[config.mk]
export PLATFORM = sky130hd
export DESIGN_NAME = mem_bus_arbiter_flat
export DESIGN_NICKNAME = d
export VERILOG_FILES = /design/src/rtl/mem_bus_arbiter_if.sv /design/src/rtl/mem_bus_arbiter.sv /design/src/flat_wrapper.sv
export SDC_FILE = /design/constraint.sdc
export NUM_CORES = 1
export LEC_CHECK = 0
export CORE_MARGIN = 1
export CORE_UTILIZATION = 30
export CTS_CLUSTER_SIZE = 14
export DETAILED_ROUTE_END_ITERATION = 8
export GPL_TIMING_DRIVEN = 0
export PLACE_DENSITY_LB_ADDON = 0.12
export SYNTH_ARGS = -nofsm -noshare
export SYNTH_HDL_FRONTEND = slang
export SYNTH_SLANG_ARGS = --single-unit
[constraint.sdc]
create_clock -name clk -period 2.75 [get_ports clk]
set_input_delay 0.275 -clock clk [delete_from_list [all_inputs] [get_ports clk]]
set_output_delay 0.275 -clock clk [all_outputs]
set_load 0.02 [all_outputs]
[src/rtl/mem_bus_arbiter_if.sv]
// Shared data-memory port bundle: three requester slots in, one muxed memory port and grant/stall out.
interface mem_bus_arbiter_if #(
  parameter int AW = 16,
  parameter int DW = 16
);
  logic [2:0]    req;
  logic [2:0]    lock;
  logic [AW-1:0] addr0;
  logic [AW-1:0] addr1;
  logic [AW-1:0] addr2;
  logic          we0;
  logic          we1;
  logic          we2;
  logic [DW-1:0] wdata0;
  logic [DW-1:0] wdata1;
  logic [DW-1:0] wdata2;
  logic [2:0]    gnt;
  logic [2:0]    stall;
  logic [AW-1:0] mem_addr;
  logic          mem_write;
  logic [DW-1:0] mem_wdata;
  logic [1:0]    owner;

  modport master (
    output req, lock, addr0, addr1, addr2, we0, we1, we2, wdata0, wdata1, wdata2,
    input  gnt, stall, mem_addr, mem_write, mem_wdata, owner
  );

  modport slave (
    input  req, lock, addr0, addr1, addr2, we0, we1, we2, wdata0, wdata1, wdata2,
    output gnt, stall, mem_addr, mem_write, mem_wdata, owner
  );
endinterface

[src/rtl/mem_bus_arbiter.sv]
// Round-robin 3-port memory arbiter with bounded burst lock; grant registered 1 cycle after req.
// No backpressure on the memory side; losing requesters see a combinational per-port stall.
module mem_bus_arbiter #(
  parameter int AW        = 16,
  parameter int DW        = 16,
  parameter int MAX_BURST = 16
) (
  input  logic             clk,
  input  logic             rst,
  mem_bus_arbiter_if.slave bus
);
  typedef enum logic {IDLE, OWNED} state_t;

  localparam logic [7:0] HOLD_MAX = 8'(MAX_BURST - 1);

  state_t        state_q, state_d;
  logic [2:0]    gnt_q, gnt_d;
  logic [1:0]    last_q, last_d;
  logic [7:0]    hold_cnt_q, hold_cnt_d;
  logic [1:0]    own_idx;
  logic [2:0]    others;
  logic [2:0]    owner_req;
  logic [2:0]    owner_lock;
  logic [1:0]    rr_from_last;
  logic [1:0]    rr_from_owner;
  logic          grant_new;
  logic [1:0]    grant_idx;
  logic [AW-1:0] addr_sel;
  logic [DW-1:0] wdata_sel;

  // Returns the first requesting port after 'from', wrapping 2->0; 3 if none.
  function automatic logic [1:0] rr_pick(input logic [2:0] r, input logic [1:0] from);
    logic [1:0] idx;
    rr_pick = 2'd3;
    idx     = from;
    for (int k = 0; k < 3; k++) begin
      idx = (idx == 2'd2) ? 2'd0 : idx + 2'd1;
      if (rr_pick == 2'd3 && r[idx]) rr_pick = idx;
    end
  endfunction

  function automatic logic [2:0] onehot(input logic [1:0] idx);
    case (idx)
      2'd0:    onehot = 3'b001;
      2'd1:    onehot = 3'b010;
      2'd2:    onehot = 3'b100;
      default: onehot = 3'b000;
    endcase
  endfunction

  always_comb begin
    case (gnt_q)
      3'b001:  own_idx = 2'd0;
      3'b010:  own_idx = 2'd1;
      3'b100:  own_idx = 2'd2;
      default: own_idx = 2'd3;
    endcase
  end

  assign others        = bus.req & ~gnt_q;
  assign owner_req     = bus.req & gnt_q;
  assign owner_lock    = bus.lock & gnt_q;
  assign rr_from_last  = rr_pick(bus.req, last_q);
  assign rr_from_owner = rr_pick(bus.req, own_idx);

  always_comb begin
    state_d    = state_q;
    gnt_d      = gnt_q;
    last_d     = last_q;
    hold_cnt_d = hold_cnt_q;
    grant_new  = 1'b0;
    grant_idx  = rr_from_last;
    case (state_q)
      IDLE: begin
        if (|bus.req) begin
          grant_new = 1'b1;
          grant_idx = rr_from_last;
        end
      end
      OWNED: begin
        if (!(|owner_req)) begin
          if (|others) begin
            grant_new = 1'b1;
            grant_idx = rr_from_owner;
          end else begin
            state_d    = IDLE;
            gnt_d      = 3'b000;
            hold_cnt_d = 8'd0;
          end
        end else if (|others) begin
          // Owner still requesting but contended: unlocked yields now, locked yields at the burst bound.
          if (!(|owner_lock) || hold_cnt_q >= HOLD_MAX) begin
            grant_new = 1'b1;
            grant_idx = rr_from_owner;
          end else begin
            hold_cnt_d = hold_cnt_q + 8'd1;
          end
        end
      end
      default: ;
    endcase
    if (grant_new) begin
      state_d    = OWNED;
      gnt_d      = onehot(grant_idx);
      last_d     = grant_idx;
      hold_cnt_d = 8'd0;
    end
  end

  always_ff @(posedge clk) begin
    if (rst) begin
      state_q    <= IDLE;
      gnt_q      <= 3'b000;
      last_q     <= 2'd2;
      hold_cnt_q <= 8'd0;
    end else begin
      state_q    <= state_d;
      gnt_q      <= gnt_d;
      last_q     <= last_d;
      hold_cnt_q <= hold_cnt_d;
    end
  end

  always_comb begin
    addr_sel  = '0;
    wdata_sel = '0;
    case (gnt_q)
      3'b001: begin addr_sel = bus.addr0; wdata_sel = bus.wdata0; end
      3'b010: begin addr_sel = bus.addr1; wdata_sel = bus.wdata1; end
      3'b100: begin addr_sel = bus.addr2; wdata_sel = bus.wdata2; end
      default: ;
    endcase
  end

  assign bus.gnt       = gnt_q;
  assign bus.stall     = bus.req & ~gnt_q;
  assign bus.owner     = own_idx;
  assign bus.mem_addr  = addr_sel;
  assign bus.mem_wdata = wdata_sel;
  // A granted port that has dropped req must not write.
  assign bus.mem_write = |(gnt_q & bus.req & {bus.we2, bus.we1, bus.we0});
endmodule

[src/flat_wrapper.sv]
// flat-port wrapper written by rule: the top's interface ports become plain ports
module mem_bus_arbiter_flat 
#(
  parameter int AW        = 16,
  parameter int DW        = 16,
  parameter int MAX_BURST = 16
)
  (clk, rst, bus_req, bus_lock, bus_addr0, bus_addr1, bus_addr2, bus_we0, bus_we1, bus_we2, bus_wdata0, bus_wdata1, bus_wdata2, bus_gnt, bus_stall, bus_mem_addr, bus_mem_write, bus_mem_wdata, bus_owner);
  mem_bus_arbiter_if #(.AW(AW), .DW(DW)) bus_i ();
  input  logic clk;
  input  logic rst;
  input wire logic [$bits(bus_i.req)-1:0] bus_req;
  input wire logic [$bits(bus_i.lock)-1:0] bus_lock;
  input wire logic [$bits(bus_i.addr0)-1:0] bus_addr0;
  input wire logic [$bits(bus_i.addr1)-1:0] bus_addr1;
  input wire logic [$bits(bus_i.addr2)-1:0] bus_addr2;
  input wire logic [$bits(bus_i.we0)-1:0] bus_we0;
  input wire logic [$bits(bus_i.we1)-1:0] bus_we1;
  input wire logic [$bits(bus_i.we2)-1:0] bus_we2;
  input wire logic [$bits(bus_i.wdata0)-1:0] bus_wdata0;
  input wire logic [$bits(bus_i.wdata1)-1:0] bus_wdata1;
  input wire logic [$bits(bus_i.wdata2)-1:0] bus_wdata2;
  output wire logic [$bits(bus_i.gnt)-1:0] bus_gnt;
  output wire logic [$bits(bus_i.stall)-1:0] bus_stall;
  output wire logic [$bits(bus_i.mem_addr)-1:0] bus_mem_addr;
  output wire logic [$bits(bus_i.mem_write)-1:0] bus_mem_write;
  output wire logic [$bits(bus_i.mem_wdata)-1:0] bus_mem_wdata;
  output wire logic [$bits(bus_i.owner)-1:0] bus_owner;
  assign bus_i.req = bus_req;
  assign bus_i.lock = bus_lock;
  assign bus_i.addr0 = bus_addr0;
  assign bus_i.addr1 = bus_addr1;
  assign bus_i.addr2 = bus_addr2;
  assign bus_i.we0 = bus_we0;
  assign bus_i.we1 = bus_we1;
  assign bus_i.we2 = bus_we2;
  assign bus_i.wdata0 = bus_wdata0;
  assign bus_i.wdata1 = bus_wdata1;
  assign bus_i.wdata2 = bus_wdata2;
  assign bus_gnt = bus_i.gnt;
  assign bus_stall = bus_i.stall;
  assign bus_mem_addr = bus_i.mem_addr;
  assign bus_mem_write = bus_i.mem_write;
  assign bus_mem_wdata = bus_i.mem_wdata;
  assign bus_owner = bus_i.owner;
  mem_bus_arbiter #(.AW(AW), .DW(DW), .MAX_BURST(MAX_BURST)) u_core (.clk(clk), .rst(rst), .bus(bus_i));
endmodule
==> flow_summary_export.csv, run 1 <==
group,metric,value,unit
synthesis,syn_nets,332,
setup_path,worstSetupEndpointType,"output pin",
synthesis,yosys_warnings,0,
timing,holdWs,0.481,ns
timing,setup-tns-final,0,ns
floorplanning,die_w,72.5,um
cells_and_area,diodes,0,
placed_design,port_buffers,146,
clocking,cts_buffers,3,
placed_design,dp.cells,436,
setup_path,cp_max_fo,12,
timing,worst_pin_slew,0.523,ns
setup_path,cp_slowest_cell,"clkdlybuf4s50_1",
route,first_iter_violations,76,
power,peakVddDrop,0.000276,V
grt,grt.overflow.total,0,
hold_path,hp-class,"flop to flop",
grt,track_usage,23.6,%
clocking,cts.sinks,14,
synthesis,synth_edf_count,0,
synthesis,synth_seq_area_share,18.8,%
route,drt-met1-wl,2670,um
outcome,status,"complete, no violations",
route,ant_nets,0,
route,viasPerCell,5.23,
synthesis,synthFlopType,"dfxtp_1",
synthesis,async_flop_share,0,%
route,wire_per_inst,15.2,um
synthesis,synth_cell_types,42,
timing,setup_viol,0,
setup_path,path_cells,"nor2b_1 > clkbuf_1 > buf_2 > a22oi_1 > o21ai_0 > clkdlybuf4s50_1",
synthesis,yosys.area.top_type,"dfxtp_1",
clocking,htreeDepth,1,
timing,clock_skew,0.00166,ns
grt,grt_pass1_vias,2062,
setup_path,crit_type,"flop to output pin",
route,wirelength,6640,um
route,top_layer,"met4",
timing,fmax,386,MHz
cells_and_area,finalNetCount,481,
power,power_per_cell_area,400,mW/mm2
grt,grt_pass1_wl,9870,um
floorplanning,initial_core_util,31.3,%
setup_path,cp.required,2.48,ns
floorplanning,core_area,0.00475,mm2
clocking,cts_tree,"yes",
flow_run,cap_violations,0,
timing,fin_crit,2.59,ns
setup_path,startpoint_type,"flop",
setup_path,arrival,2.31,ns
route,drc_errors,0,
synthesis,netlist_top_cells_area,"dfxtp_1 19%, a22oi_1 16%, o21ai_0 12%",
grt,grt_max_degree,13,
timing,fin_crit_sh,94.1,%
floorplanning,ioPinCount,148,
cells_and_area,area_delta_synth_final,108,%
floorplanning,rows,25,
timing,rsz0062_at_grt,"false",
synthesis,syn_avg_cell_area,6.68,um2
placed_design,place_congestion,0.807,
clocking,clock_latency,0.25,ns
route,vias,2290,
setup_path,slowest_delay,0.67,ns
grt,antenna_found_initial,0,
route,wl_met2,3270,um
clocking,cts_root_buffer,"clkbuf_8",
clocking,cts.clk_slew.worst_paths,0.06,ns
synthesis,yosys_register_bits,14,
floorplanning,die_area,0.00525,mm2
synthesis,synth_top_area_share,18.8,%
clocking,post_cts_buffers,0,
placed_design,dpl.hpwl,5290,um
synthesis,syn_inst,223,
synthesis,syn_area,0.00149,mm2
floorplanning,die_y,72.5,um
route,wl_met3,522,um
timing,slew_headroom,65.1,%
cells_and_area,drive_gt1_share,5.93,%
power,p_leak,1.16,nW
route,dr.pass1.iters,4,
clocking,max-clock-path-buffers,2,
synthesis,synthTopCellsByCount,"37 x nand2_1, 37 x o21ai_0, 32 x a22oi_1",
cells_and_area,fin_cells,438,
timing,slew_violations,0,
timing,hold_viol,0,
kinds of logic after synthesis:
logic type	after synthesis	share of synthesized area (%)
buf+inv	26	6.64
compound gates	100	46.1
flops	14	18.8
fa+ha+maj	2	1.68
mux	1	0.672
simple gates	76	23.7
xor+xnor	4	2.35
state kept, by name, summed over array words and instances, names as in the netlist:
register,cells
u_core.bus.gnt,3
u_core.state_q,1
u_core.last_q,2
u_core.hold_cnt_q,8
power breakdown:
group | internal [mW] | switching, mW
clock network | 0.127 | 0.0769
logic | 0.409 | 0.388
registers | 0.216 | 0.0228
layer usage:
metal,vias up,GRT usage [%]
met5,-,0
met1,1052,28.1
met3,17,3.89
li1,1127,-
met4,0,10.0
met2,94,41.6
critical path: cells and delay by family (launching register included):
kind	cells	cell delay, ns
AOI/OAI and AO/OA	2	0.27
DFF	1	0.47
buffers and inverters	3	1.16
and+or+nand+nor	1	0.16
cell usage in the layout, fill, tap and decap left out, drive strengths merged, types with 2 or more instances in the layout:
master | netlist | final
clkdlybuf4s50 | 0 | 145
nand2 | 37 | 37
o21ai | 37 | 37
a22oi | 32 | 32
clkbuf | 19 | 19
nor2 | 14 | 14
dfxtp | 14 | 14
inv | 6 | 6
nor2b | 6 | 6
nand3 | 4 | 4
o22ai | 4 | 4
nand2b | 3 | 3
xor2 | 3 | 3
a21o | 3 | 3
buf | 1 | 3
a21oi | 3 | 3
nor3 | 3 | 3
o211ai | 3 | 3
or3 | 2 | 2
a222oi | 2 | 2
and3 | 2 | 2
o21a | 2 | 2
o21ba | 2 | 2
o2bb2ai | 2 | 2
ha | 2 | 2
nor4 | 2 | 2
o31ai | 2 | 2
cell type report:
| type | instances | area, um2 |
|---|---|---|
| Clock buffer | 4 | 55.1 |
| Sequential cell | 14 | 283 |
| Inverter | 6 | 22.5 |
| Timing Repair Buffer | 146 | 1460 |
| Fill cell | 451 | 1650 |
| Buffer | 18 | 80.1 |
| Tap cell | 67 | 83.8 |
| Multi-Input combinational cell | 183 | 1110 |
path summary, 6_finish.rpt:
kind,startpoint,slack (ns),cells past startpoint,to
hold / removal,u_core.last_q[0]$_SDFFE_PP0P_,0.48,2,u_core.last_q[0]$_SDFFE_PP0P_
hold reg to reg,u_core.last_q[0]$_SDFFE_PP0P_,0.48,2,u_core.last_q[0]$_SDFFE_PP0P_
setup reg to reg,u_core.bus.gnt[1]$_SDFFE_PP0P_,0.48,7,u_core.hold_cnt_q[1]$_SDFFE_PP0P_
setup / recovery,u_core.bus.gnt[1]$_SDFFE_PP0P_,0.16,6,bus_mem_addr[5]
repair_timing:
item / CTS / global route
setup endpoints to repair: 30 / 19
hold endpoints to repair: 0 / 0
hold buffers: 0 / 0
resized for setup: 10 / 6
metrics by stage:
step / utilization [%] / worst slack, ns / area [um2] / power (mW)
floorplan: - / 0.418 / 1490 / 0.616
global placement: 63.8 / -0.191 / 3030 / 1.03
detailed placement: 63.8 / -0.147 / 3030 / 1.04
CTS: 65.1 / 0.0551 / 3090 / 1.25
global route: 65.2 / 0.00880 / 3100 / 1.31
finish: 65.2 / 0.162 / 3100 / 1.24
No activity file was read; power rests on OpenSTA's default activity.
==> inputs of run 2 (changes only) <==
--- a/config.mk
+++ b/config.mk
@@ -5,6 +5,7 @@
 export SDC_FILE = /design/constraint.sdc
 export NUM_CORES = 1
 export LEC_CHECK = 0
+export CORE_ASPECT_RATIO = 0.75
 export CORE_MARGIN = 1
 export CORE_UTILIZATION = 30
 export CTS_CLUSTER_SIZE = 14
==> constraint.sdc (replaced) <==
create_clock -name clk -period 2.8 [get_ports clk]
set_input_delay 0.28 -clock clk [delete_from_list [all_inputs] [get_ports clk]]
set_output_delay 0.28 -clock clk [all_outputs]
set_load 0.02 [all_outputs]
==> run 2 against run 1 <==
First-iteration DRC count is 68% higher; worst hold slack better by 0.0013 ns; sequential power is 2% lower; final area is 0.44% lower; sequential share of layout area hardly changed; clock power is 2% lower; critical path depth stayed put; die area hardly changed; critical endpoint is now bus_mem_wdata[10].
==> flow_summary_export.csv, run 2 (synthesis gave the netlist of run 1 again) <==
group,metric,value,unit
timing,rsz0062_at_grt,"false",
timing,worst_pin_slew,0.455,ns
cells_and_area,fin_cells,428,
cells_and_area,largest_register_ffs,8,
hold_path,worstHoldPathCells,2,
power,p_leak,1.14,nW
setup_path,slowest_delay,0.65,ns
floorplanning,die_y,63.0,um
grt,grt_max_degree,13,
setup_path,setup.worst_path.start,"u_core.bus.gnt[1]$_SDFFE_PP0P_",
floorplanning,rows,21,
setup_path,reg2reg_from,"u_core.bus.gnt[1]$_SDFFE_PP0P_",
floorplanning,die_w,83.3,um
timing,slew_violations,0,
hold_path,worstHoldStart,"u_core.last_q[0]$_SDFFE_PP0P_",
clocking,ctsHoldBuffers,0,
timing,fin_crit,2.60,ns
timing,slew_headroom,69.6,%
power,peakVddDrop,0.000316,V
setup_path,r2r_slack,0.52,ns
route,ant_nets,0,
route,viasPerCell,5.27,
route,wl_met2,3010,um
cells_and_area,top_register,"u_core.hold_cnt_q",
timing,fmax,384,MHz
cells_and_area,final_common_cell,"clkdlybuf4s50_1",
setup_path,arrival,2.32,ns
clocking,max-clock-path-buffers,2,
power,power,1.22,mW
grt,grt.overflow.total,0,
setup_path,cp_max_fo,12,
setup_path,startpoint_type,"flop",
setup_path,path_delay_family,"buffers and inverters",
placed_design,place_congestion,0.822,
route,drt-met1-wl,2730,um
route,first_iter_violations,128,
timing,setup_viol,0,
clocking,cts_tree,"yes",
route,vias,2254,
setup_path,cp_slowest_cell,"clkdlybuf4s50_1",
floorplanning,core_area,0.00462,mm2
setup_path,worstRegToRegCells,7,
timing,setup-tns-final,0,ns
outcome,status,"complete, no violations",
route,top_layer,"met4",
route,wire_per_inst,14.8,um
setup_path,worstSetupEndpointType,"output pin",
timing,hold_viol,0,
clocking,htreeDepth,1,
flow_run,cap_violations,0,
cells_and_area,diodes,0,
setup_path,path_buf_inv,3,
route,wirelength,6330,um
grt,grt_pass1_vias,2190,
clocking,clock_latency,0.25,ns
setup_path,cp.required,2.52,ns
clocking,cts.clk_slew.worst_paths,0.06,ns
setup_path,crit_type,"flop to output pin",
cells_and_area,n_fill_cell,406,
grt,track_usage,24.2,%
floorplanning,die_area,0.00525,mm2
hold_path,hp-class,"flop to flop",
cells_and_area,drive_gt1_share,6.20,%
cells_and_area,area_delta_synth_final,107,%
floorplanning,initial_core_util,32.2,%
clocking,cts.sinks,14,
route,drc_errors,0,
route,dr.pass1.iters,4,
cells_and_area,layout_common_cells,"146 x clkdlybuf4s50_1, 37 x nand2_1, 37 x o21ai_0",
timing,fin_crit_sh,92.9,%
grt,antenna_found_initial,0,
timing,clock_skew,0.00619,ns
floorplanning,ioPinCount,148,
placed_design,dp.cells,426,
placed_design,dpl.hpwl,5080,um
clocking,cts_buffers,3,
route,wl_met3,472,um
clocking,post_cts_buffers,0,
setup_path,reg2reg_to,"u_core.hold_cnt_q[1]$_SDFFE_PP0P_",
placed_design,port_buffers,146,
clocking,cts_root_buffer,"clkbuf_8",
cells_and_area,finalNetCount,481,
grt,grt_pass1_wl,10500,um
power,power_per_cell_area,395,mW/mm2
setup_path,path_cells,"nor2b_1 > clkbuf_1 > clkbuf_2 > a22oi_1 > o21ai_0 > clkdlybuf4s50_1",
hold_path,holdPathEnd,"u_core.last_q[0]$_SDFFE_PP0P_",
==> run 2: cell types whose count changed in the layout (fill, tap and decap cells not counted), sizes merged <==
| cell | before | now |
|---|---|---|
| dlymetal6s2s | 1 | 0 |
| buf | 3 | 1 |
| clkbuf | 19 | 21 |
| clkdlybuf4s50 | 145 | 146 |
==> run 2: metal layers <==
metal  global-route usage (%)  vias to the layer above
li1                         -                     1127
met1                     29.5                     1005
met2                     42.1                      110
met3                     6.87                       12
met4                     5.39                        0
met5                        0                        -
==> run 2: through the flow <==
stage	instance area [um2]	utilization (%)	hold WS (ns)	setup slack (ns)
floorplan	1490	-	0.349	0.468
global placement	3020	65.3	0.463	0.00914
detailed placement	3020	65.3	0.472	0.000423
CTS	3080	66.6	0.481	0.0537
global route	3090	66.7	0.509	0.000532
finish	3090	66.7	0.482	0.198
==> run 2: worst reg2reg max path: stages (launching register included) <==
cell and delay, ns:
dfxtp_2 0.39, a222oi_1 0.31, clkbuf_1 0.35, ha_1 0.31, nor2_1 0.29, o21a_1 0.28, o32a_1 0.18, nor3_1 0.04
==> run 2: report_power, final <==
group / switching [mW] / internal (mW)
Combinational: 0.383 / 0.402
Clock: 0.0750 / 0.125
Sequential: 0.0212 / 0.212
Total: 0.479 / 0.739
==> run 2: area by class of cell <==
| type | instances | area, um2 | share of cell area, % |
|---|---|---|---|
| Buffer | 18 | 81.3 | 2.63 |
| Clock buffer | 4 | 55.1 | 1.78 |
| Inverter | 6 | 22.5 | 0.730 |
| Multi-Input combinational cell | 183 | 1110 | 36.0 |
| Sequential cell | 14 | 283 | 9.16 |
| Tap cell | 57 | 71.3 | 2.31 |
| Timing Repair Buffer | 146 | 1460 | 47.3 |
==> run 2: worst max-delay path by stage <==
| stage | endpoint | cells past startpoint | slack (ns) |
|---|---|---|---|
| detailed placement | bus_mem_addr[2] | 7 | 0.0004 |
| CTS | bus_mem_wdata[10] | 6 | 0.05 |
| global placement | bus_mem_addr[11] | 7 | 0.009 |
| finish | bus_mem_wdata[10] | 6 | 0.20 |
| global route | bus_mem_wdata[11] | 6 | 0.0005 |
| floorplan | u_core.hold_cnt_q[1]$_SDFFE_PP0P_ | 9 | 0.47 |
==> run 2: repair_timing <==
item / in CTS / in global routing
setup endpoints to repair: 30 / 31
resized for setup: 7 / 10
endpoints found under the hold margin: 0 / 0
